**src/rtl/fifo_rr_scheduler_pkg.sv**
```systemverilog
// Shared types and helpers for the round-robin fifo read scheduler.
// The FSM state encoding lives here so the top module and the bench agree on it.
package fifo_rr_scheduler_pkg;

    localparam int NUM_SRC_DEF   = 4;
    localparam int DATA_W_DEF    = 8;
    localparam int BURST_LEN_DEF = 4;

    typedef enum logic [1:0] {
        S_IDLE  = 2'd0,
        S_FETCH = 2'd1,
        S_OUT   = 2'd2
    } state_t;

    // Bits needed to index n items, never less than one bit.
    function automatic int clog2_min1(input int n);
        int w;
        w = 1;
        while ((1 << w) < n) begin
            w = w + 1;
        end
        return w;
    endfunction

endpackage

```
**src/rtl/fifo_rr_scheduler_if.sv**
```systemverilog
// Bundle of the fifo-side read controls and the downstream output stream.
// master = the scheduler, slave = the fifos plus the downstream consumer.
interface fifo_rr_scheduler_if
    import fifo_rr_scheduler_pkg::*;
#(
    parameter int NUM_SRC = NUM_SRC_DEF,
    parameter int DATA_W  = DATA_W_DEF,
    parameter int SRC_W   = clog2_min1(NUM_SRC)
);

    logic [NUM_SRC-1:0]        src_en;
    logic [NUM_SRC-1:0]        fifo_empty;
    logic [NUM_SRC-1:0]        fifo_rd_en;
    logic [NUM_SRC*DATA_W-1:0] fifo_dout;

    // A word moves on a rising clk where out_valid && out_ready; once raised,
    // out_valid and out_data/out_src/out_last stay stable until that handshake.
    logic              out_valid;
    logic              out_ready;
    logic [DATA_W-1:0] out_data;
    logic [SRC_W-1:0]  out_src;
    logic              out_last;

    modport master (
        input  src_en, fifo_empty, fifo_dout, out_ready,
        output fifo_rd_en, out_valid, out_data, out_src, out_last
    );

    modport slave (
        output src_en, fifo_empty, fifo_dout, out_ready,
        input  fifo_rd_en, out_valid, out_data, out_src, out_last
    );

endinterface

```
**src/rtl/fifo_rr_scheduler_rr_pick.sv**
```systemverilog
// Combinational rotating-priority encoder: the search starts one past 'last'
// and wraps, so the most recently served requester has the lowest priority.
module fifo_rr_scheduler_rr_pick
    import fifo_rr_scheduler_pkg::*;
#(
    parameter int NUM_SRC = NUM_SRC_DEF,
    parameter int SRC_W   = clog2_min1(NUM_SRC)
) (
    input  logic [NUM_SRC-1:0] req,
    input  logic [SRC_W-1:0]   last,
    output logic               found,
    output logic [SRC_W-1:0]   idx
);

    logic [SRC_W-1:0] pos;

    always_comb begin
        found = 1'b0;
        idx   = '0;
        pos   = '0;
        for (int k = 1; k <= NUM_SRC; k++) begin
            pos = SRC_W'((int'(last) + k) % NUM_SRC);
            if (!found && req[pos]) begin
                found = 1'b1;
                idx   = pos;
            end
        end
    end

endmodule

```
**src/rtl/fifo_rr_scheduler.sv**
```systemverilog
// Round-robin read scheduler draining NUM_SRC fifos into one valid/ready stream,
// granting one source for up to BURST_LEN words before priority rotates.
module fifo_rr_scheduler
    import fifo_rr_scheduler_pkg::*;
#(
    parameter int NUM_SRC   = NUM_SRC_DEF,
    parameter int DATA_W    = DATA_W_DEF,
    parameter int BURST_LEN = BURST_LEN_DEF
) (
    input  logic                  clk,
    input  logic                  rst,
    fifo_rr_scheduler_if.master   bus,
    output state_t                dbg_state
);

    localparam int SRC_W = clog2_min1(NUM_SRC);
    localparam int CNT_W = clog2_min1(BURST_LEN + 1);

    state_t             state;
    logic [SRC_W-1:0]   grant;
    logic [SRC_W-1:0]   last_grant;
    logic [CNT_W-1:0]   burst_cnt;

    logic               out_valid_q;
    logic [DATA_W-1:0]  out_data_q;
    logic [SRC_W-1:0]   out_src_q;
    logic               out_last_q;

    logic [NUM_SRC-1:0] cand;
    logic               pick_found;
    logic [SRC_W-1:0]   pick_idx;
    logic               handshake;
    logic [DATA_W-1:0]  granted_dout;
    logic [NUM_SRC-1:0] rd_en;

    assign cand         = bus.src_en & ~bus.fifo_empty;
    assign handshake    = out_valid_q && bus.out_ready;
    assign granted_dout = bus.fifo_dout[int'(grant)*DATA_W +: DATA_W];

    fifo_rr_scheduler_rr_pick #(
        .NUM_SRC (NUM_SRC),
        .SRC_W   (SRC_W)
    ) u_pick (
        .req   (cand),
        .last  (last_grant),
        .found (pick_found),
        .idx   (pick_idx)
    );

    // Pops are issued combinationally so the fifo's registered dout is ready in FETCH.
    // A mid-burst pop needs no empty check: this block is the fifo's only reader
    // and out_last already flagged the drained case.
    always_comb begin
        rd_en = '0;
        if (!rst) begin
            if (state == S_IDLE && pick_found) begin
                rd_en[pick_idx] = 1'b1;
            end else if (state == S_OUT && handshake && !out_last_q) begin
                rd_en[grant] = 1'b1;
            end
        end
    end

    always_ff @(posedge clk or posedge rst) begin
        if (rst) begin
            state       <= S_IDLE;
            last_grant  <= SRC_W'(NUM_SRC - 1);
            grant       <= '0;
            burst_cnt   <= '0;
            out_valid_q <= 1'b0;
            out_data_q  <= '0;
            out_src_q   <= '0;
            out_last_q  <= 1'b0;
        end else begin
            case (state)
                S_IDLE: begin
                    if (pick_found) begin
                        grant     <= pick_idx;
                        burst_cnt <= CNT_W'(1);
                        state     <= S_FETCH;
                    end
                end
                S_FETCH: begin
                    out_data_q  <= granted_dout;
                    out_src_q   <= grant;
                    out_valid_q <= 1'b1;
                    // fifo_empty here already reflects the pop issued last cycle
                    out_last_q  <= (burst_cnt == CNT_W'(BURST_LEN)) || bus.fifo_empty[grant];
                    state       <= S_OUT;
                end
                S_OUT: begin
                    // valid drops after every handshake so the FETCH cycle never
                    // presents the already-accepted word a second time
                    if (handshake) begin
                        out_valid_q <= 1'b0;
                        if (out_last_q) begin
                            last_grant <= grant;
                            state      <= S_IDLE;
                        end else begin
                            burst_cnt <= burst_cnt + CNT_W'(1);
                            state     <= S_FETCH;
                        end
                    end
                end
                default: state <= S_IDLE;
            endcase
        end
    end

    assign bus.fifo_rd_en = rd_en;
    assign bus.out_valid  = out_valid_q;
    assign bus.out_data   = out_data_q;
    assign bus.out_src    = out_src_q;
    assign bus.out_last   = out_last_q;
    assign dbg_state      = state;

endmodule

```
**src/flat_wrapper.sv**
```systemverilog
// flat-port wrapper written by rule: the top's interface ports become plain ports
module fifo_rr_scheduler_flat import fifo_rr_scheduler_pkg::*;
#(
    parameter int NUM_SRC   = NUM_SRC_DEF,
    parameter int DATA_W    = DATA_W_DEF,
    parameter int BURST_LEN = BURST_LEN_DEF
)
  (clk, rst, dbg_state, bus_src_en, bus_fifo_empty, bus_fifo_dout, bus_out_ready, bus_fifo_rd_en, bus_out_valid, bus_out_data, bus_out_src, bus_out_last);
  fifo_rr_scheduler_if #(.NUM_SRC(NUM_SRC), .DATA_W(DATA_W), .SRC_W((2))) bus_i ();
  input  logic clk;
  input  logic rst;
  output state_t dbg_state;
  input wire logic [$bits(bus_i.src_en)-1:0] bus_src_en;
  input wire logic [$bits(bus_i.fifo_empty)-1:0] bus_fifo_empty;
  input wire logic [$bits(bus_i.fifo_dout)-1:0] bus_fifo_dout;
  input wire logic [$bits(bus_i.out_ready)-1:0] bus_out_ready;
  output wire logic [$bits(bus_i.fifo_rd_en)-1:0] bus_fifo_rd_en;
  output wire logic [$bits(bus_i.out_valid)-1:0] bus_out_valid;
  output wire logic [$bits(bus_i.out_data)-1:0] bus_out_data;
  output wire logic [$bits(bus_i.out_src)-1:0] bus_out_src;
  output wire logic [$bits(bus_i.out_last)-1:0] bus_out_last;
  assign bus_i.src_en = bus_src_en;
  assign bus_i.fifo_empty = bus_fifo_empty;
  assign bus_i.fifo_dout = bus_fifo_dout;
  assign bus_i.out_ready = bus_out_ready;
  assign bus_fifo_rd_en = bus_i.fifo_rd_en;
  assign bus_out_valid = bus_i.out_valid;
  assign bus_out_data = bus_i.out_data;
  assign bus_out_src = bus_i.out_src;
  assign bus_out_last = bus_i.out_last;
  fifo_rr_scheduler #(.NUM_SRC(NUM_SRC), .DATA_W(DATA_W), .BURST_LEN(BURST_LEN)) u_core (.clk(clk), .rst(rst), .bus(bus_i), .dbg_state(dbg_state));
endmodule
```
**config.mk**
```make
export PLATFORM = sky130hd
export DESIGN_NAME = fifo_rr_scheduler_flat
export DESIGN_NICKNAME = d
export VERILOG_FILES = /design/src/rtl/fifo_rr_scheduler_pkg.sv /design/src/rtl/fifo_rr_scheduler_if.sv /design/src/rtl/fifo_rr_scheduler_rr_pick.sv /design/src/rtl/fifo_rr_scheduler.sv /design/src/flat_wrapper.sv
export SDC_FILE = /design/constraint.sdc
export NUM_CORES = 1
export LEC_CHECK = 0
export CAP_MARGIN = 20
export CORE_UTILIZATION = 45
export DETAILED_ROUTE_END_ITERATION = 16
export GPL_ROUTABILITY_DRIVEN = 0
export PLACE_DENSITY = 0.87
export SLEW_MARGIN = 20
export SYNTH_ARGS = -nofsm -noshare
export SYNTH_HDL_FRONTEND = slang
export SYNTH_SLANG_ARGS = --single-unit
```
**constraint.sdc**
```tcl
create_clock -name clk -period 2.6 [get_ports clk]
set_clock_uncertainty 0.2 [all_clocks]
set_input_delay 0.26 -clock clk [delete_from_list [all_inputs] [get_ports clk]]
set_output_delay 0.26 -clock clk [all_outputs]
set_load 0.02 [all_outputs]
```
==> results.toml, run 1 <==
[yosys]
async_flop_share_pct = 100
syn_area_per_cell_um2 = 12.4
yosys-top-cells-count = "19 x dfrtp_1, 12 x mux2_2, 7 x mux4_1, 7 x nor2_1"
syn_nets = 154
synthFlopType = "dfrtp_1"
synthTopCellsByArea = "dfrtp_1 35%, mux4_1 14%, mux2_2 10%"
synth.yosys.seq_area_share_pct = 38.9
synth_cell_type_count = 40
synth_top_area_share_pct = 35.1
ys_warn_count = 0
synth-seq-cells = 21
netlist.top_cell.by_area = "dfrtp_1"
synth_edf_count = 0
syn_inst = 109
post-synth-top-count-cell = "dfrtp_1"
syn_area_um2 = 1360

[clock_tree]
cts_made_buffers = 3
cts_tree = "yes"
cts_root_buf = "clkbuf_4"
cts_buffer_depth = 2
holdBufCountCts = 0
cts.sink_count = 21
path_clk_slew_ns = 0.12
post-cts-setup-buffer-count = 0
cts_max_level = 1
clk_latency_ns = 0.30

[sta]
fmax_mhz = 401
hold_viol = 0
fin_crit_ns = 2.49
worst_slack_ns = 0.106
worstMarginPinSlew_ns = 0.773
setup_viol = 0
min_period_over_period_pct = 95.9
fin_tns_setup_ns = 0
drv_slew = 0
rsz0062_at_grt = "false"
relSlewSlack_pct = 48.4
hold_ws_ns = 0.252

[global_routing]
grt_pass1_vias = 1166
grt_pass1_wl_um = 5240
grt_max_degree = 22
track_usage_pct = 21.5
grt_overflow = 0
antenna_found_initial = 0

[cells_and_area]
layout.nets = 221
multi_input_area_um2 = 763
layout-drive-gt1-share_pct = 20.6
areaGrowthSynthToFinish_pct = 49.6
n_antenna_cell = 0
regArea_um2 = 528
fillers = 204
stdcell_count = 206

[power]
vdd.ir_drop.worst_mv = 0.708
p_clk_share_pct = 8.2
switching_share_pct = 38.4
p_leak_nw = 0.857
power_per_cell_area_nw_per_um2 = 939
power.switching_w = 0.000732
seq_power_share_pct = 35.4
internal_power_w = 0.00117
combPwrFrac_pct = 56.4

[worst_setup_path]
worstSetupPathType = "flip-flop to primary output"
critical_path_arrival_ns = 2.03
worst_setup_path_end_kind = "primary output"
crit_fanout = 4
cp.required_ns = 2.14
crit_path_start_kind = "flip-flop"

[detailed_routing]
drc_errors = 4
ant_nets = 0
drt-total-wl_um = 3260
wl_per_cell_um = 15.8
firstDrtPassIters = 10
drt-vias-per-instance = 5.60
dr.first_iter.drc_count = 39
num_vias = 1154

[placed_design]
io_buffers = 60
placed_cells = 202
dp_slack_ns = -0.181
hpwl_um = 2640

[floorplanning]
placementRows = 19
coreArea_um2 = 2810
design.die.area_um2 = 3240
die_w_um = 56.9
ios = 61
die-height_um = 56.9
initial_core_util_pct = 48.3

[flow_run]
cap_viol_max_count = 0

[status]
violations = "DRC"
status = "finished, violations left"

[min_path]
hold_path.class = "primary input to async pin"
cells by family after synthesis:
group	count (synthesis)	share of synthesized area, %
fa+ha+maj	2	1.84
flops	21	38.9
xor+xnor	1	0.646
simple gates	31	13.4
buf+inv	11	4.80
compound gates	19	10.6
mux	24	29.8
power by group through the flow:
stage | clock network (W) | registers [W] | logic [W]
global placement | 0 | 0.000671 | 0.00104
detailed placement | 0 | 0.000679 | 0.00108
floorplan | 0 | 0.000724 | 0.000634
finish | 0.000157 | 0.000675 | 0.00107
CTS | 0.000161 | 0.000673 | 0.00108
global route | 0.000180 | 0.000700 | 0.00114
final cells by class:
cell class | instances | area share, %
clock buffers | 3 | 1.11
clock inverters | 1 | 0.247
inverters | 5 | 0.925
multi-input cells | 77 | 37.6
flip-flops and latches | 21 | 26.0
well taps | 31 | 1.91
repair buffers | 68 | 32.2
final timing paths:
check | startpoint | endpoint | slack, ns | cells after the start
worst min-delay path | rst | u_core.bus.out_valid | 0.25 | 2
worst max-delay path | u_core.last_grant[0] | bus_fifo_rd_en[0] | 0.11 | 5
worst min register to register | u_core.bus.out_data[7] | u_core.bus.out_data[7] | 0.32 | 1
worst max register to register | u_core.grant[0] | u_core.bus.out_data[0] | 0.65 | 3
max in group asynchronous | rst | u_core.bus.out_src[1] | 1.46 | 2
min in group clk | u_core.bus.out_data[7] | u_core.bus.out_data[7] | 0.32 | 1
timing repair:
item,in CTS,in global routing
pin swaps,0,0
endpoints found under the hold margin,0,0
endpoints found under the setup margin,4,2
gates resized for setup,4,4
cloned,0,0
layout by cell type, fill, tap and decap left out, drive strengths merged:
cell type	n
and4bb	1
or3	1
nor2	7
nand3b	2
ha	2
dlygate4sd2	2
mux2	14
clkdlybuf4s15	1
dfstp	2
a21oi	5
inv	5
nand4	1
and3	1
o31ai	5
mux4	9
clkdlybuf4s50	56
xnor2	1
a21o	3
mux2i	1
nand2	4
o22ai	1
a21bo	1
nand2b	2
nand3	2
clkbuf	4
o41ai	1
o221ai	1
a211o	1
buf	8
nor4b	1
nor3	1
clkinv	1
o21ai	1
dfrtp	19
nor3b	2
nand4b	1
nor2b	5
layer usage:
metal / vias up / GRT usage (%) / part of all wire, %
met5: - / 0 / 0
met4: 0 / 9.06 / 1.5
met3: 4 / 4.84 / 6.9
met2: 54 / 35.8 / 52
met1: 547 / 26.9 / 40
li1: 549 / - / -
per-stage QoR:
step | power [W] | utilization [%] | area (um^2)
5_1_grt | 0.00202 | 72.3 | 2030
3_3_place_gp | 0.00172 | 71.6 | 2010
4_1_cts | 0.00192 | 72.4 | 2030
6_report | 0.00191 | 72.3 | 2030
3_5_place_dp | 0.00176 | 71.6 | 2010
2_1_floorplan | 0.00136 | - | 1360
flip-flops by register name (all words and copies together), names as in the netlist:
signal                cells
u_core.last_grant         2
u_core.grant              2
u_core.dbg_state          2
u_core.bus.out_last       1
u_core.bus.out_data       8
u_core.burst_cnt          3
u_core.bus.out_valid      1
u_core.bus.out_src        2
critical path, cell delays in order (launching register included):
cell and delay [ns]:
dfstp_2 0.58, and4bb_2 0.25, a21oi_1 0.15, nand3_1 0.14, o31ai_1 0.27, clkdlybuf4s15_1 0.34
(Power assumes the default switching activity.)
==> run 2: changes to the inputs <==
CORE_ASPECT_RATIO = 1.1   (was not set)
==> run 2 against run 1 <==
Against the previous run:
- the run now ends clean
- clock-buffer cell count unchanged
- final cell count up 1.5%
- flip-flop and latch count is the same
- sequential power is 2% higher
- die area hardly changed
- via count rose by 4.9%
- worst hold slack improved by 0.018 ns
- sequential share of layout area is 0.27 points lower
- setup slack got worse by 0.023 ns
- total power is 0.92% lower
- register-to-register slack worse by 0.06 ns
- clock power hardly changed
- largest power group unchanged
==> results.toml, run 2 (synthesized netlist as in run 1, its figures left out) <==
[floorplanning]
coreArea_um2 = 2800
initial_core_util_pct = 48.4
placementRows = 20
ios = 61
die_w_um = 54.3
design.die.area_um2 = 3240
die-height_um = 59.6

[power]
switching_share_pct = 38.2
p_clk_share_pct = 8.3
internal_power_w = 0.00117
seq_power_share_pct = 36.3
power_per_cell_area_nw_per_um2 = 921
power.switching_w = 0.000721
combPwrFrac_pct = 55.4
p_leak_nw = 0.863
vdd.ir_drop.worst_mv = 0.730

[global_routing]
grt_max_degree = 22
track_usage_pct = 23.2
grt_pass1_vias = 1221
grt_pass1_wl_um = 5290
grt_overflow = 0
antenna_found_initial = 0

[worst_setup_path]
worst_path_largest_cell_delay_ns = 0.57
critical_path.cell_chain = "and4bb_2, a21oi_1, nand3_1, o31ai_1, clkdlybuf4s15_1"
cp.required_ns = 2.14
crit_path_start_kind = "flip-flop"
crit_fanout = 4
worstSetupPathType = "flip-flop to primary output"
critPathSlowestCell = "dfstp_2"
critical_path_arrival_ns = 2.06
worst_setup_path_end_kind = "primary output"

[cells_and_area]
layout-drive-gt1-share_pct = 21.0
stdcell_area_um2 = 2050
largest_register_ff_count = 8
n_antenna_cell = 0
layout_common_cells = "56 x clkdlybuf4s50_1, 19 x dfrtp_1, 12 x mux2_2, 9 x buf_4"
layout.nets = 222
final_common_cell = "clkdlybuf4s50_1"
finish.utilization_pct = 73.2
stdcell_count = 209
areaGrowthSynthToFinish_pct = 51.2

[clock_tree]
path_clk_slew_ns = 0.12
clk_latency_ns = 0.30
post-cts-setup-buffer-count = 0
cts_root_buf = "clkbuf_4"
cts_max_level = 1
cts_buffer_depth = 2
cts_made_buffers = 3
holdBufCountCts = 0
cts_tree = "yes"
cts.sink_count = 21

[detailed_routing]
firstDrtPassIters = 4
drt-total-wl_um = 3360
dr.first_iter.drc_count = 35
wl_per_cell_um = 16.1
drc_errors = 0
drt-vias-per-instance = 5.79
num_vias = 1210
ant_nets = 0

[flow_run]
cap_viol_max_count = 0

[sta]
fmax_mhz = 397
worst_slack_ns = 0.0834
fin_crit_ns = 2.52
relSlewSlack_pct = 47.5
drv_slew = 0
hold_viol = 0
min_period_over_period_pct = 96.8
setup_viol = 0
rsz0062_at_grt = "false"
worstMarginPinSlew_ns = 0.786

[status]
status = "finished, final reports clean"

[placed_design]
hpwl_um = 2680
dp_slack_ns = -0.210
placed_cells = 205
placed_area_um2 = 2020
io_buffers = 60

[min_path]
hold_path.class = "primary input to async pin"
## run 2: cell count changes in the layout (fill, tap and decap cells not counted), sizes merged
cell / delta
buf: +1
clkdlybuf4s15: +1
clkbuf: -1
## run 2: metal layers
layer / vias up / GRT usage (%) / part of all wire, %
met4: 0 / 6.59 / 1.4
met1: 598 / 25.6 / 38
met5: - / 0 / 0
met3: 6 / 6.67 / 6.4
met2: 50 / 41.8 / 55
li1: 556 / - / -
## run 2: metrics by stage
stage	total power (W)	hold WS (ns)	setup TNS [ns]
global placement	0.00171	0.292	-0.250
global route	0.00201	0.337	0
finish	0.00189	0.270	0
detailed placement	0.00174	0.297	-0.667
floorplan	0.00136	0.0350	0
CTS	0.00190	0.287	0
## run 2: area by class of cell
type	instances	area, um^2
Clock buffer	3	22.5
Clock inverter	1	5.00
Fill cell	210	752
Inverter	5	18.8
Multi-Input combinational cell	77	769
Sequential cell	21	528
Tap cell	33	41.3
Timing Repair Buffer	69	666
## run 2: final timing paths
path / slack, ns / cells after the start / end / startpoint
max reg2reg: 0.59 / 2 / u_core.bus.out_data[4] / u_core.grant[0]
max in group asynchronous: 1.44 / 2 / u_core.burst_cnt[1] / rst
max: 0.08 / 5 / bus_fifo_rd_en[2] / u_core.last_grant[0]
min reg2reg: 0.32 / 1 / u_core.bus.out_data[4] / u_core.bus.out_data[4]
min: 0.27 / 2 / u_core.dbg_state[1] / rst
min in group clk: 0.32 / 1 / u_core.bus.out_data[4] / u_core.bus.out_data[4]
## run 2: what timing repair did
| action | CTS | global route |
|---|---|---|
| hold endpoints to repair | 0 | 0 |
| resized for setup | 5 | 2 |
| endpoints found under the setup margin | 4 | 2 |
## run 2: worst max-delay path, delay by kind of cell, from the launching register on
family	cells	cell delay [ns]
AND/OR/NAND/NOR	2	0.41
AO/OA/AOI/OAI	2	0.43
flip-flops	1	0.57
buffers and inverters	1	0.34
## run 2: power groups by stage
stage	registers [W]	logic, W	clock network [W]
finish	0.000686	0.00105	0.000157
global route	0.000710	0.00112	0.000175
CTS	0.000686	0.00105	0.000161
detailed placement	0.000692	0.00105	0
global placement	0.000687	0.00102	0
floorplan	0.000724	0.000634	0
==> run 3: changes to the inputs <==
ABC_CLOCK_PERIOD_IN_PS = 2600   (was not set)
CORE_MARGIN = 2   (was not set)
PLACE_DENSITY = 0.85   (was 0.87)
==> run 3 against run 2 <==
Against the previous run:
- routed wire length increased by 4.6%
- global-route usage decreased by 2.2 points
- non-clock buffer count unchanged
- fmax increased by 2.0%
- register-to-register slack got worse by 0.02 ns
- worst hold slack got worse by 0.019 ns
- cell area decreased by 0.49%
- critical path depth unchanged
- sequential power about the same
- clock power about the same
- sequential share of layout area increased by 0.13 points
- clock-buffer cell count increased by 1
==> results.toml, run 3 (synthesized netlist as in run 1, its figures left out) <==
[clock_tree]
cts_tree = "yes"
ctsResizeCount = 4
cts_made_buffers = 3
post-cts-setup-buffer-count = 0
cts.sink_count = 21
cts_buffer_depth = 2
cts_max_level = 1
holdBufCountCts = 0
cts_root_buf = "clkbuf_4"
path_clk_slew_ns = 0.11
clk_latency_ns = 0.31

[sta]
fin_crit_ns = 2.47
setup_viol = 0
hold_viol = 0
drv_slew = 0
min_period_over_period_pct = 94.9
fin_tns_setup_ns = 0
relSlewSlack_pct = 47.7
rsz0062_at_grt = "false"
worstMarginPinSlew_ns = 0.784
fmax_mhz = 405

[power]
power.switching_w = 0.000733
seq_power_share_pct = 36.3
power_per_cell_area_nw_per_um2 = 931
p_clk_share_pct = 8.3
internal_power_w = 0.00117
combPwrFrac_pct = 55.5
vdd.ir_drop.worst_mv = 0.875
p_leak_nw = 0.866
finalPower_w = 0.00190
switching_share_pct = 38.5

[floorplanning]
coreArea_um2 = 2830
placementRows = 20
ios = 61
initial_core_util_pct = 48.0
die-height_um = 61.6
die_w_um = 56.3
design.die.area_um2 = 3470

[detailed_routing]
dr_wl_met3_um = 181
wl_met1_um = 1340
num_vias = 1172
firstDrtPassIters = 4
drc_errors = 0
drt-total-wl_um = 3510
dr.first_iter.drc_count = 26
wl_met2_um = 1950
dr.max_layer_used = "met4"
drt-vias-per-instance = 5.61
ant_nets = 0
wl_per_cell_um = 16.8

[cells_and_area]
regArea_um2 = 528
areaGrowthSynthToFinish_pct = 50.5
n_antenna_cell = 0
fillers = 207
final_common_cell = "clkdlybuf4s50_1"
largest_register_ff_count = 8
layout_common_cells = "56 x clkdlybuf4s50_1, 19 x dfrtp_1, 12 x mux2_2, 9 x buf_4"
layout-drive-gt1-share_pct = 19.9
multi_input_area_um2 = 763
layout.nets = 222

[status]
status = "finished, final reports clean"

[global_routing]
grt_max_degree = 22
antenna_found_initial = 0
grt_overflow = 0
grt_pass1_vias = 1188
track_usage_pct = 20.9
grt_pass1_wl_um = 5410

[placed_design]
hpwl_um = 2880
io_buffers = 60

[worst_setup_path]
worstSetupPathType = "flip-flop to primary output"
crit_fanout = 4
crit_path_start_kind = "flip-flop"
worst_path_largest_cell_delay_ns = 0.57
critical_path.cell_chain = "and4bb_2, a21oi_1, nand3_1, o31ai_1, dlygate4sd2_1"
worst_setup_path_end_kind = "primary output"
critical_path_arrival_ns = 2.01
cp.required_ns = 2.14
critPathSlowestCell = "dfstp_2"

[min_path]
hold_path.class = "primary input to async pin"

[flow_run]
cap_viol_max_count = 0
==> run 3: changes by cell type in the layout (fill, tap and decap cells not counted), sizes merged <==
cell	delta
dlygate4sd2	+2
clkdlybuf4s15	-2
clkbuf	+1
clkinv	-1
==> run 3: worst paths after layout <==
check / startpoint / endpoint / slack [ns] / cells past startpoint
hold reg to reg: u_core.bus.out_data[5] / u_core.bus.out_data[5] / 0.32 / 1
max in group asynchronous: rst / u_core.bus.out_data[5] / 1.45 / 2
min in group clk: u_core.bus.out_data[5] / u_core.bus.out_data[5] / 0.32 / 1
hold / removal: rst / u_core.dbg_state[1] / 0.25 / 2
setup reg to reg: u_core.grant[0] / u_core.bus.out_data[2] / 0.57 / 2
setup / recovery: u_core.last_grant[0] / bus_fifo_rd_en[0] / 0.13 / 5
==> run 3: final cells by class <==
type,instances,share of cell area [%]
repair buffers,69,32.5
clock buffers,4,1.29
flip-flops and latches,21,25.9
well taps,33,2.02
multi-input cells,77,37.4
inverters,5,0.920
==> run 3: metal layers <==
metal  global-route usage [%]  vias up
met1                     22.9      579
met3                     5.88        5
met4                     7.48        0
met2                     39.7       33
met5                        0        -
li1                         -      555
==> run 3: through the flow <==
stage	utilization (%)	cell area, um^2	cells	hold slack [ns]	worst slack [ns]
after floorplan	-	1360	109	0.0350	0.553
after global placement	71.4	2020	205	0.291	-0.0407
after detailed placement	71.4	2020	205	0.298	-0.114
after CTS	72.2	2040	209	0.266	0.113
after global routing	72.2	2040	209	0.336	0.00864
final	72.2	2040	209	0.251	0.134
==> run 3: worst max-delay path: cells and delay by family (launching register included) <==
kind | cells | cell delay, ns
AO/OA/AOI/OAI | 2 | 0.39
buffers and inverters | 1 | 0.36
flip-flops | 1 | 0.57
AND/OR/NAND/NOR | 2 | 0.38
==> run 3: power by group through the flow <==
stage	sequential, W	combinational [W]	clock, W
after floorplan	0.000724	0.000634	0
after global placement	0.000680	0.00103	0
after detailed placement	0.000697	0.00107	0
after CTS	0.000689	0.00106	0.000163
after global routing	0.000718	0.00112	0.000176
final	0.000689	0.00105	0.000157
